===== src/rtl/issue_queue.sv =====
// Dual-enqueue, dual-issue in-order task FIFO between decode and execute.
// Task word layout: {rs2_used, rs2_addr[4:0], rs1_used, rs1_addr[4:0], rd_used, rd_addr[4:0], op[13:0]}.
module issue_queue #(
    parameter  int DEPTH = 8,
    localparam int CW    = $clog2(DEPTH) + 1
) (
    input  logic          CLK,
    input  logic          RST_N,
    input  logic          FLUSH,
    input  logic          ENQ_VALID_0,
    input  logic          ENQ_VALID_1,
    input  logic [31:0]   TASK_0,
    input  logic [31:0]   TASK_1,
    output logic          ENQ_READY,
    output logic [31:0]   ISS_TASK_0,
    output logic [31:0]   ISS_TASK_1,
    output logic          ISS_VALID_0,
    output logic          ISS_VALID_1,
    input  logic          ISS_READY_0,
    input  logic          ISS_READY_1,
    output logic [CW-1:0] COUNT
);

    localparam int PW = $clog2(DEPTH);

    typedef struct packed {
        logic       rs2_used;
        logic [4:0] rs2_addr;
        logic       rs1_used;
        logic [4:0] rs1_addr;
        logic       rd_used;
        logic [4:0] rd_addr;
        logic [13:0] op;
    } task_t;

    task_t         mem_q [DEPTH];
    logic [PW-1:0] head_q, head_d, tail_q, tail_d;
    logic [CW-1:0] count_q, count_d;

    logic [PW-1:0] head1, tail1;
    logic          hazard;
    logic          fire_0, fire_1;
    logic          enq_ok;
    logic [1:0]    n_enq, n_deq;

    assign head1 = head_q + PW'(1);
    assign tail1 = tail_q + PW'(1);

    assign ISS_TASK_0 = mem_q[head_q];
    assign ISS_TASK_1 = mem_q[head1];

    // Younger head entry reads a register the older one writes (x0 never creates a dependency).
    assign hazard = mem_q[head_q].rd_used && (mem_q[head_q].rd_addr != 5'd0) &&
                    ((mem_q[head1].rs1_used && (mem_q[head1].rs1_addr == mem_q[head_q].rd_addr)) ||
                     (mem_q[head1].rs2_used && (mem_q[head1].rs2_addr == mem_q[head_q].rd_addr)));

    assign ENQ_READY   = (count_q <= CW'(DEPTH - 2));
    assign ISS_VALID_0 = (count_q != '0);
    assign ISS_VALID_1 = (count_q >= CW'(2)) && !hazard && ISS_READY_0;
    assign fire_0      = ISS_VALID_0 && ISS_READY_0;
    assign fire_1      = ISS_VALID_1 && ISS_READY_1;
    assign COUNT       = count_q;

    assign enq_ok = ENQ_READY && !FLUSH;
    assign n_enq  = ENQ_READY ? ({1'b0, ENQ_VALID_0} + {1'b0, ENQ_VALID_1}) : 2'd0;
    assign n_deq  = {1'b0, fire_0} + {1'b0, fire_1};

    always_comb begin
        head_d  = head_q + PW'(n_deq);
        tail_d  = tail_q + PW'(n_enq);
        count_d = count_q + CW'(n_enq) - CW'(n_deq);
        if (FLUSH) begin
            head_d  = '0;
            tail_d  = '0;
            count_d = '0;
        end
    end

    always_ff @(posedge CLK or negedge RST_N) begin
        if (!RST_N) begin
            head_q  <= '0;
            tail_q  <= '0;
            count_q <= '0;
        end else begin
            head_q  <= head_d;
            tail_q  <= tail_d;
            count_q <= count_d;
        end
    end

    // Compacted write: a lone TASK_1 lands at tail, a pair occupies tail and tail+1.
    always_ff @(posedge CLK) begin
        if (enq_ok && ENQ_VALID_0) begin
            mem_q[tail_q] <= task_t'(TASK_0);
        end
        if (enq_ok && ENQ_VALID_1) begin
            mem_q[ENQ_VALID_0 ? tail1 : tail_q] <= task_t'(TASK_1);
        end
    end

endmodule

===== config.mk =====
export PLATFORM = sky130hd
export DESIGN_NAME = issue_queue
export DESIGN_NICKNAME = d
export VERILOG_FILES = /design/src/rtl/issue_queue.sv
export SDC_FILE = /design/constraint.sdc
export NUM_CORES = 1
export LEC_CHECK = 0
export CORE_ASPECT_RATIO = 1.75
export CORE_MARGIN = 5
export CORE_UTILIZATION = 60
export DETAILED_ROUTE_END_ITERATION = 16
export PLACE_DENSITY_LB_ADDON = 0.12
export SYNTH_ARGS = -nofsm -noshare
export SYNTH_HDL_FRONTEND = slang
export SYNTH_SLANG_ARGS = --single-unit

===== constraint.sdc =====
create_clock -name CLK -period 8.5 [get_ports CLK]
set_input_delay 2.125 -clock CLK [delete_from_list [all_inputs] [get_ports CLK]]
set_output_delay 2.125 -clock CLK [all_outputs]
set_load 0.05 [all_outputs]

Word-level counts from Yosys, hierarchy flattened
Memories as Yosys holds them, arrays and structs flattened.
Index checks and enable logic that the tools add are counted.
Word-level totals
  register bits after elaboration: 10
  RAM bits: 256
  input bits: 71
  output and inout port bits: 71
  logic and storage cells: 41
  memories: 1
Cells by class
  $add $sub $neg: 8
  order comparisons: 2
  equality and inequality tests: 2
  mux-type cells: 9
  reduce and logical (&&, ||, !) cells: 16
Memory list
  mem_q: words 8, width 32, read ports 2, clocked after memory_dff 0, wr ports 2, RTL line 36  | task_t mem_q [DEPTH];
Operators by type and width (count)
  1-bit logical AND: 11
  5-bit == test: 2
  3-bit 2-to-1 mux: 3
  3-bit by 1-bit adder with 3-bit output, second input constant: 2
  3-bit by 2-bit adder with 3-bit output: 2
  5-bit nonzero test: 1
  1-bit by 1-bit adder with 2-bit output: 2
  4-bit by 2-bit adder with 4-bit output: 1
  4-bit by 2-bit >= comparator with 1-bit output, second input constant: 1
  4-bit by 3-bit <= comparator with 1-bit output, second input constant: 1
  1-bit 2-to-1 mux: 4
  4-bit 2-to-1 mux: 1
  4-bit nonzero test: 1
  4-bit by 2-bit subtractor with 4-bit output: 1
  1-bit logical NOT: 2
  2-bit 2-to-1 mux: 1
  1-bit logical OR: 1

Logic depth before layout (Yosys ltp)
Gate-level depths: netlist (run 1).
An unclocked memory read counts as a cell.
  depth in word-level cells: 13
  depth in mapped cells: 19
  gate-level depth less buffers: 16

Worst setup path after synthesis (run 1)
Ideal clock, no wire load.
  kind: input -> register
  from: input port ENQ_VALID_0
  to: memory mem_q[2][0] in the netlist's numbering, enable pin
  setup time: 0.466 ns
  data arrival time: 5.205 ns
  data required time: 8.034 ns
  path slack: 2.830 ns
  stages: 3
  buffers on the path: 0
  path through: inv_1 -> or4b_2 -> o21ai_0
RTL lines
  from (decl): RTL line 10  | input logic ENQ_VALID_0,
  to (decl): RTL line 36

Worst setup path after layout (run 1)
  from: register head_q[0]
  to: output port ISS_VALID_1
On the way
  word-level cells in the longest chain between the ends: 9
Ends and longest elaborated chain
  from (decl): RTL line 37  | logic [PW-1:0] head_q, head_d, tail_q, tail_d;
  from (signal assigned): RTL line 81  | head_q <= '0;
  from (signal assigned): RTL line 85  | head_q <= head_d;
  3-bit by 1-bit adder with 3-bit output: RTL line 46  | assign head1 = head_q + PW'(1);
  memory 8 x 32 bit *
  5-bit == test, on equally long branches: RTL line 54, 55
  1-bit logical AND, on equally long branches: RTL line 54, 55
  1-bit logical OR: RTL line 54  | ((mem_q[head1].rs1_used && (mem_q[head1].rs1_addr == mem_q[head_q].rd_addr)) ||
  1-bit logical AND *: RTL line 53  | assign hazard = mem_q[head_q].rd_used && (mem_q[head_q].rd_addr != 5'd0) &&
  1-bit logical NOT *: RTL line 59  | assign ISS_VALID_1 = (count_q >= CW'(2)) && !hazard && ISS_READY_0;
  1-bit logical AND * (2 in a row): RTL line 59
  to (decl): RTL line 18  | output logic ISS_VALID_1,
Mark *: on every way between the ends. The rest lies on a longest branch, timed or not.

==> results.cfg, run 1 <==
[synth]
synth_warnings = 0
synth_top_area_frac = 0.4751
syn-num-nets = 1142
synth-edff-count = 256
yosysSeqAreaShare = 0.4906
synth_area_leaders = edfxtp_1 (48%), mux2_2 (20%), mux4_2 (15%)
syn_area_um2 = 16180
synth_flop_cell = edfxtp_1
syn_inst = 1055
yosys_register_bits = 266
async_reset_ff_frac = 0.03759
yosys.cell_types.count = 44
avgSynthCellArea_um2 = 15.34
yosys.area.top_type = edfxtp_1

[clock_network]
clock_sinks = 266
tritoncts = done
cts_hold_buf = 0
clkSlewWorstSetupHoldPaths_ns = 0.07
cts.htree.levels = 1
clkLatencyLatePin_ns = 0.53
cts-buffers-inserted = 25
cts.repair.resized = 0
clk_path_buf_depth = 3
cts_setup_buffers = 0
root_buffer = clkbuf_16

[sta]
finalMaxSlewViolations = 0
fin_ws_ns = 1.304
slew_headroom = 0.2315
rsz0062_at_grt = false
finalCritPeriodShare = 0.8466
setup_viol = 0
tightest_slew_ns = 1.153
setup_tns_ns = 0
layout_min_cycle_time_ns = 7.196
fmax_mhz = 139.0
final_hold_viol_count = 0
skew_ns = 0.008899

[worst_setup_path]
critPathBufInv = 2
critical_path.top_delay_family = buffers and inverters
worstPathCellList = buf_4 > mux4_2 > mux2i_2 > nand3_2 > o31a_1 > and3b_1 > a32o_1 > nor2_1 > clkdlybuf4s50_1
crit_slowest_cell = dfrtp_4
cp-end-kind = output pin
arrival_ns = 5.07
worstPathRequired_ns = 6.38
path_max_fanout = 85
slowest_delay_ns = 0.86
worst-setup-path-type = flop to output pin
startpoint_type = flop

[place]
io_buffers = 141
pre_cts_slack_ns = 1.832
dpl.hpwl_mm = 25.55
gp_congestion = 0.8250

[final_layout]
finalNetCount = 1251
drive_gt1_frac = 0.4117
n_fill_cell = 1774
final_util = 0.7029
diodes = 0
regArea_um2 = 7946
multi_input_area_um2 = 7878
syn2layout_area_growth_pct = 15.51

[floorplan]
initial_core_util = 0.6085
io_pins = 142
die_x_um = 134.1
core_area_um2 = 26590
num_rows = 79
die_area_um2 = 30480
die_y_um = 227.2

[route]
routed_wl_mm = 41.85
vias_per_cell = 6.697
drc = 0
ant_nets = 0
post_drt_wl_per_cell_um = 27.86
first_pass_iters = 7
dr_total_vias = 10060
dr.first_iter.drc_count = 758

[flow_run]
maxCapViolCount = 0

[grt]
first_global_vias = 10820
gr-total-overflow = 0
grt_first_pass_wirelength_mm = 63.44
antenna_found_initial = 0
grt_max_degree = 94
grt_usage = 0.2773

[power]
p_per_area_nw_per_um2 = 358.7
ir_worst_vdd_mv = 0.3657
p_total_w = 0.006703
total_leakage_power_nw = 6.263

[min_path]
hp-class = flop to flop

[run_status]
status = complete, no violations
stage by stage:
stage / instances / hold slack, ns / area, µm²
floorplan: 1055 / 0.5980 / 16180
CTS: 1502 / 0.6626 / 18690
finish: 1502 / 0.6685 / 18690
detailed placement: 1461 / 0.6451 / 17900
global route: 1502 / 0.7320 / 18690
global placement: 1461 / 0.6379 / 17900
kinds of logic after synthesis:
group	count (synthesis)	share of synthesized area
buf+inv	103	0.02954
simple gates	200	0.07061
fa+ha+maj	16	0.01423
xor+xnor	18	0.01090
mux	437	0.3774
flops	266	0.4906
compound gates	15	0.006728
routing by layer:
metal / share of wire / track usage / wire length, µm
met1: 0.36 / 0.3272 / 15150
met2: 0.55 / 0.5247 / 22950
met3: 0.058 / 0.03207 / 2440
met4: 0.031 / 0.09369 / 1313
met5: 0 / 0 / 0
path summary, 6_finish.rpt:
| check | startpoint | endpoint | slack, ns | depth (start not counted) |
|---|---|---|---|---|
| setup / recovery | head_q[0]$_DFF_PN0_ | ISS_VALID_1 | 1.30 | 9 |
| hold / removal | tail_q[2]$_DFF_PN0_ | tail_q[2]$_DFF_PN0_ | 0.67 | 2 |
| setup reg to reg | head_q[0]$_DFF_PN0_ | COUNT[3]$_DFF_PN0_ | 3.09 | 16 |
| hold reg to reg | tail_q[2]$_DFF_PN0_ | tail_q[2]$_DFF_PN0_ | 0.67 | 2 |
| max in group asynchronous | RST_N | head_q[0]$_DFF_PN0_ | 6.22 | 1 |
| min in group asynchronous | RST_N | head_q[1]$_DFF_PN0_ | 1.92 | 1 |
cell usage after synthesis (all sizes together), types with 2 or more instances:
library cell / instances
a32o: 3
mux2i: 38
nor2b: 5
and4: 8
edfxtp: 256
and4b: 3
nand3b: 20
buf: 56
dfrtp: 10
nor2: 7
xor2: 2
xnor2: 16
nor4: 2
a21oi: 2
o32ai: 2
mux2: 291
fa: 4
and2: 5
mux4: 108
inv: 20
o21ai: 4
o21bai: 2
or2: 3
nand2: 78
ha: 12
clkbuf: 27
nor3: 22
nor3b: 41
cell usage in the layout, fill, tap and decap left out, types with 2 or more instances in the layout:
cell type / synthesis / final
edfxtp_1: 256 / 256
nand2_2: 0 / 4
o32ai_1: 2 / 2
clkinv_2: 0 / 2
clkdlybuf4s50_1: 0 / 141
mux2i_1: 36 / 36
and4_1: 8 / 8
and4b_1: 3 / 3
mux2_2: 290 / 290
nand2_1: 78 / 74
bufinv_16: 0 / 3
mux4_2: 108 / 108
inv_1: 20 / 20
nand3b_1: 20 / 20
xnor2_1: 15 / 15
o21ai_4: 0 / 4
ha_1: 12 / 11
clkbuf_16: 0 / 25
and2_2: 0 / 4
or2_2: 3 / 3
nor3b_1: 40 / 40
a21oi_1: 2 / 2
a32o_1: 3 / 3
buf_4: 5 / 24
dfrtp_4: 0 / 2
clkbuf_1: 27 / 3
nor2b_1: 5 / 5
nor2_1: 7 / 7
nor3_1: 22 / 22
dfrtp_1: 10 / 7
clkinv_1: 0 / 4
fa_1: 4 / 4
nor4_1: 2 / 2
o21bai_4: 0 / 2
registers in the layout (all words and copies together) (netlist names):
name	count
head_q	3
tail_q	3
COUNT	4
mem_q	256
worst min-delay path, cell delays in order, from the launching register on:
cell and delay (ns):
dfrtp_1 0.46, xnor2_1 0.10, nor2_1 0.07
area by class of cell:
| cell class | instances | share of cell area |
|---|---|---|
| inverter | 20 | 0.004017 |
| multi-input combinational | 686 | 0.4215 |
| clock buffer | 29 | 0.03481 |
| sequential | 266 | 0.4252 |
| clock inverter | 12 | 0.007632 |
| tap | 324 | 0.02169 |
| timing repair buffer | 165 | 0.08516 |
power by group:
| group | internal, W | switching, W | leakage (nW) |
|---|---|---|---|
| Sequential | 0.00158 | 0.000138 | 2.44 |
| Clock | 0.000637 | 0.000484 | 0.386 |
| Combinational | 0.00159 | 0.00227 | 3.43 |
(Power assumes the default switching activity.)
==> run 2, diff against run 1 <==
CORE_UTILIZATION = 53   (was 60)
clock period = 6.3 ns   (was 8.5 ns; I/O delays follow)
==> run 2 against run 1 <==
First-iteration DRC count shrank 31%. Hold slack gained 0.0045 ns. Clock power grew 34%. Via count grew 0.36%. Cell count grew 5.7%. Register-to-register slack lost 1.6 ns. Non-clock buffer count grew 15. Count of clock-buffer cells in the layout grew 10. Routed wire length grew 5.1%. Power grew 36%. Critical path type unchanged. Critical endpoint unchanged.
==> results.cfg, run 2 (synthesized netlist as in run 1, its figures left out) <==
[worst_setup_path]
reg2reg_slack_ns = 1.50
arrival_ns = 4.40
worstPathRequired_ns = 4.72
path_max_fanout = 103
startpoint_type = flop
worst-setup-path-type = flop to output pin
slowest_delay_ns = 0.81
cp-end-kind = output pin
crit_slowest_cell = clkdlybuf4s50_1
worstPathCellList = buf_12 > mux4_2 > mux2i_1 > inv_1 > o31a_1 > and3b_1 > a32o_1 > nor2_1 > clkdlybuf4s50_1

[sta]
slew_headroom = 0.3705
setup_viol = 0
fin_ws_ns = 0.3244
final_hold_viol_count = 0
finalMaxSlewViolations = 0
layout_min_cycle_time_ns = 5.976
skew_ns = 0.006863
fmax_mhz = 167.3
rsz0062_at_grt = false
setup_tns_ns = 0
finalCritPeriodShare = 0.9485
tightest_slew_ns = 0.9407

[place]
pre_cts_slack_ns = 0.8897
dpl.hpwl_mm = 27.62
io_buffers = 141
gp_congestion = 0.7910
dp_cells = 1539

[floorplan]
num_rows = 84
die_y_um = 241.1
die_x_um = 142.1
io_pins = 142
core_area_um2 = 30060
initial_core_util = 0.5383
die_area_um2 = 34260

[route]
ant_nets = 0
topRoutingLayerUsed = met4
dr_total_vias = 10100
dr.first_iter.drc_count = 525
post_drt_wl_per_cell_um = 27.72
routed_wl_mm = 44.00
wl_met3_mm = 2.447
first_pass_iters = 4
wl_met1_mm = 16.07
drc = 0
wl_met2_mm = 23.93
vias_per_cell = 6.361

[grt]
grt_first_pass_wirelength_mm = 66.30
gr-total-overflow = 0
first_global_vias = 10970
antenna_found_initial = 3
grt_usage = 0.2601
grt_max_degree = 104

[final_layout]
final_common_cell = mux2_2
final_cell_mix = mux2_2 (290), edfxtp_1 (256), clkdlybuf4s50_1 (141)
syn2layout_area_growth_pct = 16.85
multi_input_area_um2 = 7866
regArea_um2 = 7944
n_fill_cell = 2302
largest_reg_flops = 256
final_util = 0.6290
top_register = mem_q
drive_gt1_frac = 0.4185
finalNetCount = 1267
final_cells = 1587

[power]
total_leakage_power_nw = 6.349
combPwrFrac = 0.592
p_clk_frac = 0.164
p_per_area_nw_per_um2 = 483.3
p_switching_w = 0.003955
internal-power_w = 0.005183
ir_worst_vdd_mv = 0.4612
p_seq_frac = 0.244
switching_share = 0.4328

[min_path]
hp-class = flop to flop

[clock_network]
clkLatencyLatePin_ns = 0.54
root_buffer = clkbuf_16
clkSlewWorstSetupHoldPaths_ns = 0.06
clk_path_buf_depth = 3
cts_setup_buffers = 0
cts_hold_buf = 0
cts-buffers-inserted = 26
cts.repair.resized = 0
cts.htree.levels = 1
clock_sinks = 266
tritoncts = done

[flow_run]
maxCapViolCount = 0

[run_status]
status = complete, no violations
-- run 2: changes by cell type in the layout (fill, tap and decap cells not counted), moves of 2 or more --
cell,change
clkinv_2,+2
clkbuf_1,+7
clkinv_1,-4
clkbuf_16,+2
buf_12,+2
buf_4,+13
diode_2,+3
bufinv_16,-2
-- run 2: through the flow --
stage	power [W]	hold WS [ns]	area (µm²)
CTS	0.009228	0.6714	18900
detailed placement	0.007716	0.6597	18100
finish	0.009138	0.6731	18910
global route	0.009557	0.7149	18910
floorplan	0.006126	0.5980	16180
global placement	0.007687	0.6522	18100
-- run 2: area by class of cell --
| cell class | count | area share |
|---|---|---|
| Antenna cell | 3 | 0.0003971 |
| Timing Repair Buffer | 180 | 0.09146 |
| Tap cell | 387 | 0.02561 |
| Inverter | 20 | 0.003971 |
| Clock inverter | 6 | 0.003111 |
| Clock buffer | 39 | 0.03918 |
| Multi-Input combinational cell | 686 | 0.4161 |
| Sequential cell | 266 | 0.4202 |
-- run 2: worst paths after layout --
path,startpoint,to,cells past startpoint
worst max-delay path,head_q[0]$_DFF_PN0_,ISS_VALID_1,9
worst min-delay path,tail_q[2]$_DFF_PN0_,tail_q[2]$_DFF_PN0_,2
worst max register to register,head_q[0]$_DFF_PN0_,COUNT[3]$_DFF_PN0_,16
worst min register to register,tail_q[2]$_DFF_PN0_,tail_q[2]$_DFF_PN0_,2
max in group asynchronous,RST_N,head_q[0]$_DFF_PN0_,1
min in group asynchronous,RST_N,tail_q[2]$_DFF_PN0_,1
-- run 2: layer usage --
metal / vias to the layer above / track usage
met1: 5224 / 0.3085
li1: 4453 / -
met3: 81 / 0.03271
met2: 337 / 0.4799
met5: - / 0
met4: 0 / 0.09604
-- run 2: power by group through the flow --
stage	clock (W)	sequential [W]	combinational, W
CTS	0.00153	0.00223	0.00547
floorplan	0	0.00226	0.00386
global placement	0	0.00226	0.00543
finish	0.00150	0.00223	0.00540
global route	0.00160	0.00225	0.00572
detailed placement	0	0.00227	0.00545
-- run 2: critical path: cells and delay by family, from the launching register on --
family	cells	cell delay, ns
flops	1	0.44
buf+inv	3	1.32
simple gates	2	0.30
compound gates	2	0.61
mux	2	1.05
==> run 3, diff against run 2 <==
SLEW_MARGIN = 20   (was unset)
==> results of run 3 <==
Final layout, timing and power as in run 2 (identical DEF).
